**src/rtl/logic_gate_unit.sv**
```systemverilog
// logic_gate_unit: registered bitwise two-operand function unit. It either
// produces one result per beat (single-shot) or folds DEPTH beats of operand A.
module logic_gate_unit #(
  parameter int WIDTH = 8,
  parameter int DEPTH = 4
) (
  input  logic             clk,
  input  logic             rst,
  input  logic             in_valid,
  output logic             in_ready,
  input  logic [WIDTH-1:0] in_a,
  input  logic [WIDTH-1:0] in_b,
  input  logic [2:0]       op,
  input  logic             mode,
  output logic             out_valid,
  input  logic             out_ready,
  output logic [WIDTH-1:0] out_data,
  output logic             out_parity,
  output logic             busy
);

  localparam int            CW          = $clog2(DEPTH + 1);
  localparam logic [CW-1:0] LAST_BEAT   = CW'(DEPTH);
  localparam logic [CW-1:0] ONE_BEAT    = CW'(1'b1);
  localparam logic          SINGLE_BEAT = (DEPTH == 32'sd1);

  localparam logic [2:0] OP_AND  = 3'd0;
  localparam logic [2:0] OP_OR   = 3'd1;
  localparam logic [2:0] OP_XOR  = 3'd2;
  localparam logic [2:0] OP_NAND = 3'd3;
  localparam logic [2:0] OP_NOR  = 3'd4;
  localparam logic [2:0] OP_XNOR = 3'd5;
  localparam logic [2:0] OP_ANDN = 3'd6;
  localparam logic [2:0] OP_PASS = 3'd7;

  typedef enum logic [1:0] {
    S_IDLE  = 2'd0,
    S_ACCUM = 2'd1,
    S_DONE  = 2'd2
  } state_t;

  function automatic logic [WIDTH-1:0] gate_fn(input logic [2:0]       sel,
                                               input logic [WIDTH-1:0] x,
                                               input logic [WIDTH-1:0] y);
    logic [WIDTH-1:0] r;
    case (sel)
      OP_AND:  r = x & y;
      OP_OR:   r = x | y;
      OP_XOR:  r = x ^ y;
      OP_NAND: r = ~(x & y);
      OP_NOR:  r = ~(x | y);
      OP_XNOR: r = ~(x ^ y);
      OP_ANDN: r = x & ~y;
      OP_PASS: r = x;
      default: r = {WIDTH{1'b0}};
    endcase
    return r;
  endfunction

  function automatic logic parity_fn(input logic [WIDTH-1:0] d);
    return ^d;
  endfunction

  state_t           state_r, state_s;
  logic [WIDTH-1:0] acc_r, acc_s;
  logic [WIDTH-1:0] data_r, data_s;
  logic [CW-1:0]    count_r, count_s;
  logic [2:0]       op_r, op_s;
  logic             mode_r, mode_s;
  logic             valid_r, valid_s;

  logic             accept_s;
  logic [CW-1:0]    count_inc_s;
  logic [WIDTH-1:0] shot_s;
  logic [WIDTH-1:0] fold_s;

  assign in_ready    = !rst && (state_r != S_DONE);
  assign accept_s    = in_valid && in_ready;
  assign count_inc_s = count_r + ONE_BEAT;
  // op/mode from the port apply only to the opening beat; later folds use the latched op
  assign shot_s      = gate_fn(op, in_a, in_b);
  assign fold_s      = gate_fn(op_r, acc_r, in_a);

  assign out_valid   = valid_r;
  assign out_data    = data_r;
  assign out_parity  = parity_fn(data_r);
  assign busy        = (state_r != S_IDLE);

  // Next-state and datapath update for the IDLE/ACCUM/DONE controller.
  always_comb begin
    state_s = state_r;
    acc_s   = acc_r;
    data_s  = data_r;
    count_s = count_r;
    op_s    = op_r;
    mode_s  = mode_r;
    valid_s = valid_r;
    case (state_r)
      S_IDLE: begin
        if (accept_s) begin
          op_s   = op;
          mode_s = mode;
          if (!mode) begin
            data_s  = shot_s;
            valid_s = 1'b1;
            state_s = S_DONE;
          end else begin
            acc_s   = in_a;
            count_s = ONE_BEAT;
            if (SINGLE_BEAT) begin
              data_s  = in_a;
              valid_s = 1'b1;
              state_s = S_DONE;
            end else begin
              state_s = S_ACCUM;
            end
          end
        end else begin
          state_s = S_IDLE;
        end
      end
      S_ACCUM: begin
        if (accept_s) begin
          acc_s   = fold_s;
          count_s = count_inc_s;
          if (count_inc_s == LAST_BEAT) begin
            data_s  = fold_s;
            valid_s = 1'b1;
            state_s = S_DONE;
          end else begin
            state_s = S_ACCUM;
          end
        end else begin
          state_s = S_ACCUM;
        end
      end
      S_DONE: begin
        if (out_ready) begin
          valid_s = 1'b0;
          state_s = S_IDLE;
        end else begin
          state_s = S_DONE;
        end
      end
      default: begin
        valid_s = 1'b0;
        state_s = S_IDLE;
      end
    endcase
  end

  // Registers; reset drops any partial fold or held result.
  always_ff @(posedge clk) begin
    if (rst) begin
      state_r <= S_IDLE;
      acc_r   <= {WIDTH{1'b0}};
      data_r  <= {WIDTH{1'b0}};
      count_r <= {CW{1'b0}};
      op_r    <= 3'd0;
      mode_r  <= 1'b0;
      valid_r <= 1'b0;
    end else begin
      state_r <= state_s;
      acc_r   <= acc_s;
      data_r  <= data_s;
      count_r <= count_s;
      op_r    <= op_s;
      mode_r  <= mode_s;
      valid_r <= valid_s;
    end
  end

endmodule

```
**config.mk**
```make
export PLATFORM = sky130hd
export DESIGN_NAME = logic_gate_unit
export DESIGN_NICKNAME = d
export VERILOG_FILES = /design/src/rtl/logic_gate_unit.sv
export SDC_FILE = /design/constraint.sdc
export NUM_CORES = 1
export LEC_CHECK = 0
export CORE_UTILIZATION = 50
export CTS_CLUSTER_DIAMETER = 50
export DETAILED_ROUTE_END_ITERATION = 16
export PLACE_DENSITY = 0.7
export REMOVE_ABC_BUFFERS = 1
export SETUP_SLACK_MARGIN = 0.15
export SLEW_MARGIN = 0
export SYNTH_ARGS = -nofsm -noshare
export SYNTH_HDL_FRONTEND = slang
export SYNTH_SLANG_ARGS = --single-unit
export TNS_END_PERCENT = 5
```
**constraint.sdc**
```tcl
create_clock -name clk -period 3.3 [get_ports clk]
set_input_delay 0.825 -clock clk [delete_from_list [all_inputs] [get_ports clk]]
set_output_delay 0.825 -clock clk [all_outputs]
set_load 0.01 [all_outputs]
```
==> run summary <==
Logic pwr share: 0.400
Crit path top cell by count: clkdlybuf4s50_1
total CTS buffers: 3
Tcrit/Tclk final: 0.838
fill cell count: 570
cell family with most CP delay: buffers and inverters
clk_lat worst skew: 0.28 ns
Period minus WS final: 2.77 ns
Seq pwr share: 0.383
Total Wirelength: 8.04 mm
H-tree depth: 1
RSZ-0062 raised after global routing: false
Slew @ Worst Pin: 0.938 ns
final hold vios: 0
Worst Path Arrival: 1.94 ns
largest net degree at the start of global routing: 29
Setup Buffers After CTS: 0
final setup TNS: 0 ns
nets: 476
Detail Route Antenna Nets: 0
Die Area: 6450 um^2
Internal Power: 0.000583 W
Via density: 5.89
switching fraction of total power: 0.367
number of synthesized register bits: 25
Worst path max stage delay: 0.54 ns
DP Area: 3410 um^2
P&R area growth vs syn: 12.6%
CP Max Fanout: 2
CP Launch Type: input port
Final setup viols: 0
GRT Total Usage: 0.264
Worst Path Required: 2.47 ns
Core Area: 5920 um^2
Leakage Power: 1.45 nW
antenna cells: 0
Worst Hold Class: reg2reg
run status: finished, final reports clean
initial antenna violation count: 0
Max Fclk: 0.362 GHz
VDD IR-drop max: 0.000200 V
max cap viols: 0
CTS tree: yes
Worst Skew: 0.00918 ns
Worst-path clk slew: 0.09 ns
Slew Viols, Final: 0
NetSw: 0.000337 W
# DRC: 0
slowest cell on the critical path: clkdlybuf4s50_1
Initial DRC Count: 210
DIE HEIGHT: 80.3 um
Clock Sinks: 25
async set or reset register ratio after synthesis: 0
top_reg_cell synth: dfxtp_1
clk buf depth: 2
DP HPWL: 5.75 mm
hold_ws: 0.496 ns
Cell Chain, Critical Path: clkdlybuf4s50_1 > a21oi_1 > clkdlybuf4s50_1
Root Buffer Master: clkbuf_8
routed len/inst: 16.9 um
synthesized instance count: 382
# IOs: 36
initial core utilization: 0.518
Slew headroom: 0.374
sequential share of the synthesized area: 0.163
chip width: 80.3 um
first-pass GRT wire length: 13.2 mm
WP buf/inv: 2
remaining global-route overflow: 0
Avg Cell Area, Syn: 8.03 um^2
vias in the first global route: 2666
Post-synth EDFFs: 0
kind of critical path: in2out
Unique masters post-synth: 56
CTS resizes: 0
Routability Congestion: 0.824
synthesized area: 3070 um^2
Site Rows: 28
share of cells above drive strength 1: 0.0823
Pre-antenna DRT Iters: 4
element type at the critical path end: output port
Pwr Density: 266 nW/um^2
# hold bufs at CTS: 0
Post-Layout Inst Area: 3450 um^2
clock power share: 0.217
Syn. warnings: 0
Port Buffers: 35
vias: 2805
[metrics by stage]
stage / cells / utilization / setup slack [ns] / total power, W
detailed placement: 472 / 0.575 / 0.400 / 0.000722
global route: 476 / 0.583 / 0.483 / 0.000978
floorplan: 355 / - / 1.19 / 0.000574
CTS: 476 / 0.583 / 0.524 / 0.000920
finish: 476 / 0.583 / 0.534 / 0.000920
global placement: 472 / 0.575 / 0.464 / 0.000713
[flip-flops by register name (all words and copies together), names as in the netlist]
register   flops
op_r           3
out_data       8
count_r        3
state_r        2
acc_r          8
out_valid      1
[synth_stat cells (7+ instances only)]
master | number | area, um^2
o21ai_1 | 9 | 45.0
ha_1 | 50 | 626
nand2_1 | 11 | 41.3
buf_2 | 12 | 60.1
nor2b_1 | 11 | 68.8
inv_1 | 32 | 120
and2_1 | 7 | 43.8
a211oi_1 | 15 | 113
nor2_1 | 36 | 135
clkbuf_1 | 8 | 30.0
a21oi_1 | 17 | 85.1
a211oi_2 | 8 | 100
o21ai_0 | 14 | 70.1
nand2b_1 | 21 | 131
a31oi_1 | 9 | 56.3
dfxtp_1 | 25 | 500
[kinds of logic (layout without fill, tap and decap cells)]
| family | count (synthesis) | after routing | share of synthesized area |
|---|---|---|---|
| mux | 6 | 6 | 0.0294 |
| flops | 25 | 25 | 0.163 |
| compound gates | 122 | 122 | 0.295 |
| xor+xnor | 8 | 8 | 0.0228 |
| fa+ha+maj | 50 | 50 | 0.204 |
| simple gates | 111 | 111 | 0.194 |
| buf+inv | 60 | 79 | 0.0918 |
[final cells by class]
class	count	area (um^2)	area share
sequential	25	500	0.145
timing repair buffer	42	403	0.117
clock buffer	3	41.3	0.0120
tap	75	93.8	0.0272
clock inverter	1	7.51	0.00217
multi-input combinational	297	2280	0.661
inverter	33	124	0.0359
[power groups by stage]
stage	Combinational (W)	Sequential, W	Clock (W)
after floorplan	0.000222	0.000352	0
after global placement	0.000356	0.000357	0
after detailed placement	0.000364	0.000358	0
after CTS	0.000367	0.000351	0.000202
after global routing	0.000409	0.000355	0.000213
final	0.000368	0.000352	0.000200
[worst paths after layout]
check / endpoint / startpoint / depth (start not counted) / slack (ns)
hold reg to reg: out_valid$_SDFFE_PP0P_ / out_valid$_SDFFE_PP0P_ / 2 / 0.50
hold / removal: out_valid$_SDFFE_PP0P_ / out_valid$_SDFFE_PP0P_ / 2 / 0.50
setup reg to reg: acc_r[6]$_SDFFE_PP0P_ / op_r[2]$_SDFFE_PP0P_ / 5 / 1.17
setup / recovery: in_ready / rst / 3 / 0.53
[worst register-to-register path, delay by kind of cell, from the launching register on]
| family | cells | cell delay [ns] |
|---|---|---|
| AOI/OAI and AO/OA | 4 | 0.66 |
| DFF | 1 | 0.95 |
| and+or+nand+nor | 1 | 0.44 |
[cell usage in the layout, fill, tap and decap left out, types with 3 or more instances in the layout]
cell type	Yosys	routed
ha_1	50	50
nor2_1	36	36
clkdlybuf4s50_1	0	35
inv_1	32	32
dfxtp_1	25	25
nand2b_1	21	21
a21oi_1	17	17
a211oi_1	15	15
o21ai_0	14	14
nand2_1	11	11
nor2b_1	11	11
o21ai_1	9	9
a31oi_1	9	9
a211oi_2	8	8
and2_1	7	7
buf_4	1	7
xnor2_1	6	6
o22ai_1	6	6
nand3_1	5	5
a31o_1	5	5
o221ai_1	5	5
nor3_1	5	5
o32a_1	4	4
mux2_2	4	4
a211o_1	3	3
o22a_1	3	3
nand4b_1	3	3
o31a_1	3	3
o21ba_1	3	3
a22oi_1	3	3
clkbuf_8	0	3
[per-layer routing]
metal  up-vias  wire length (um)  share of wire  global-route usage
li1       1403                 -              -                   -
met1      1322              3800           0.47               0.380
met2        76              3680           0.46               0.424
met3         4               528          0.066              0.0295
met4         0                32         0.0040              0.0482
met5         -                 0              0                   0
Power figures use the tool's default switching activity.
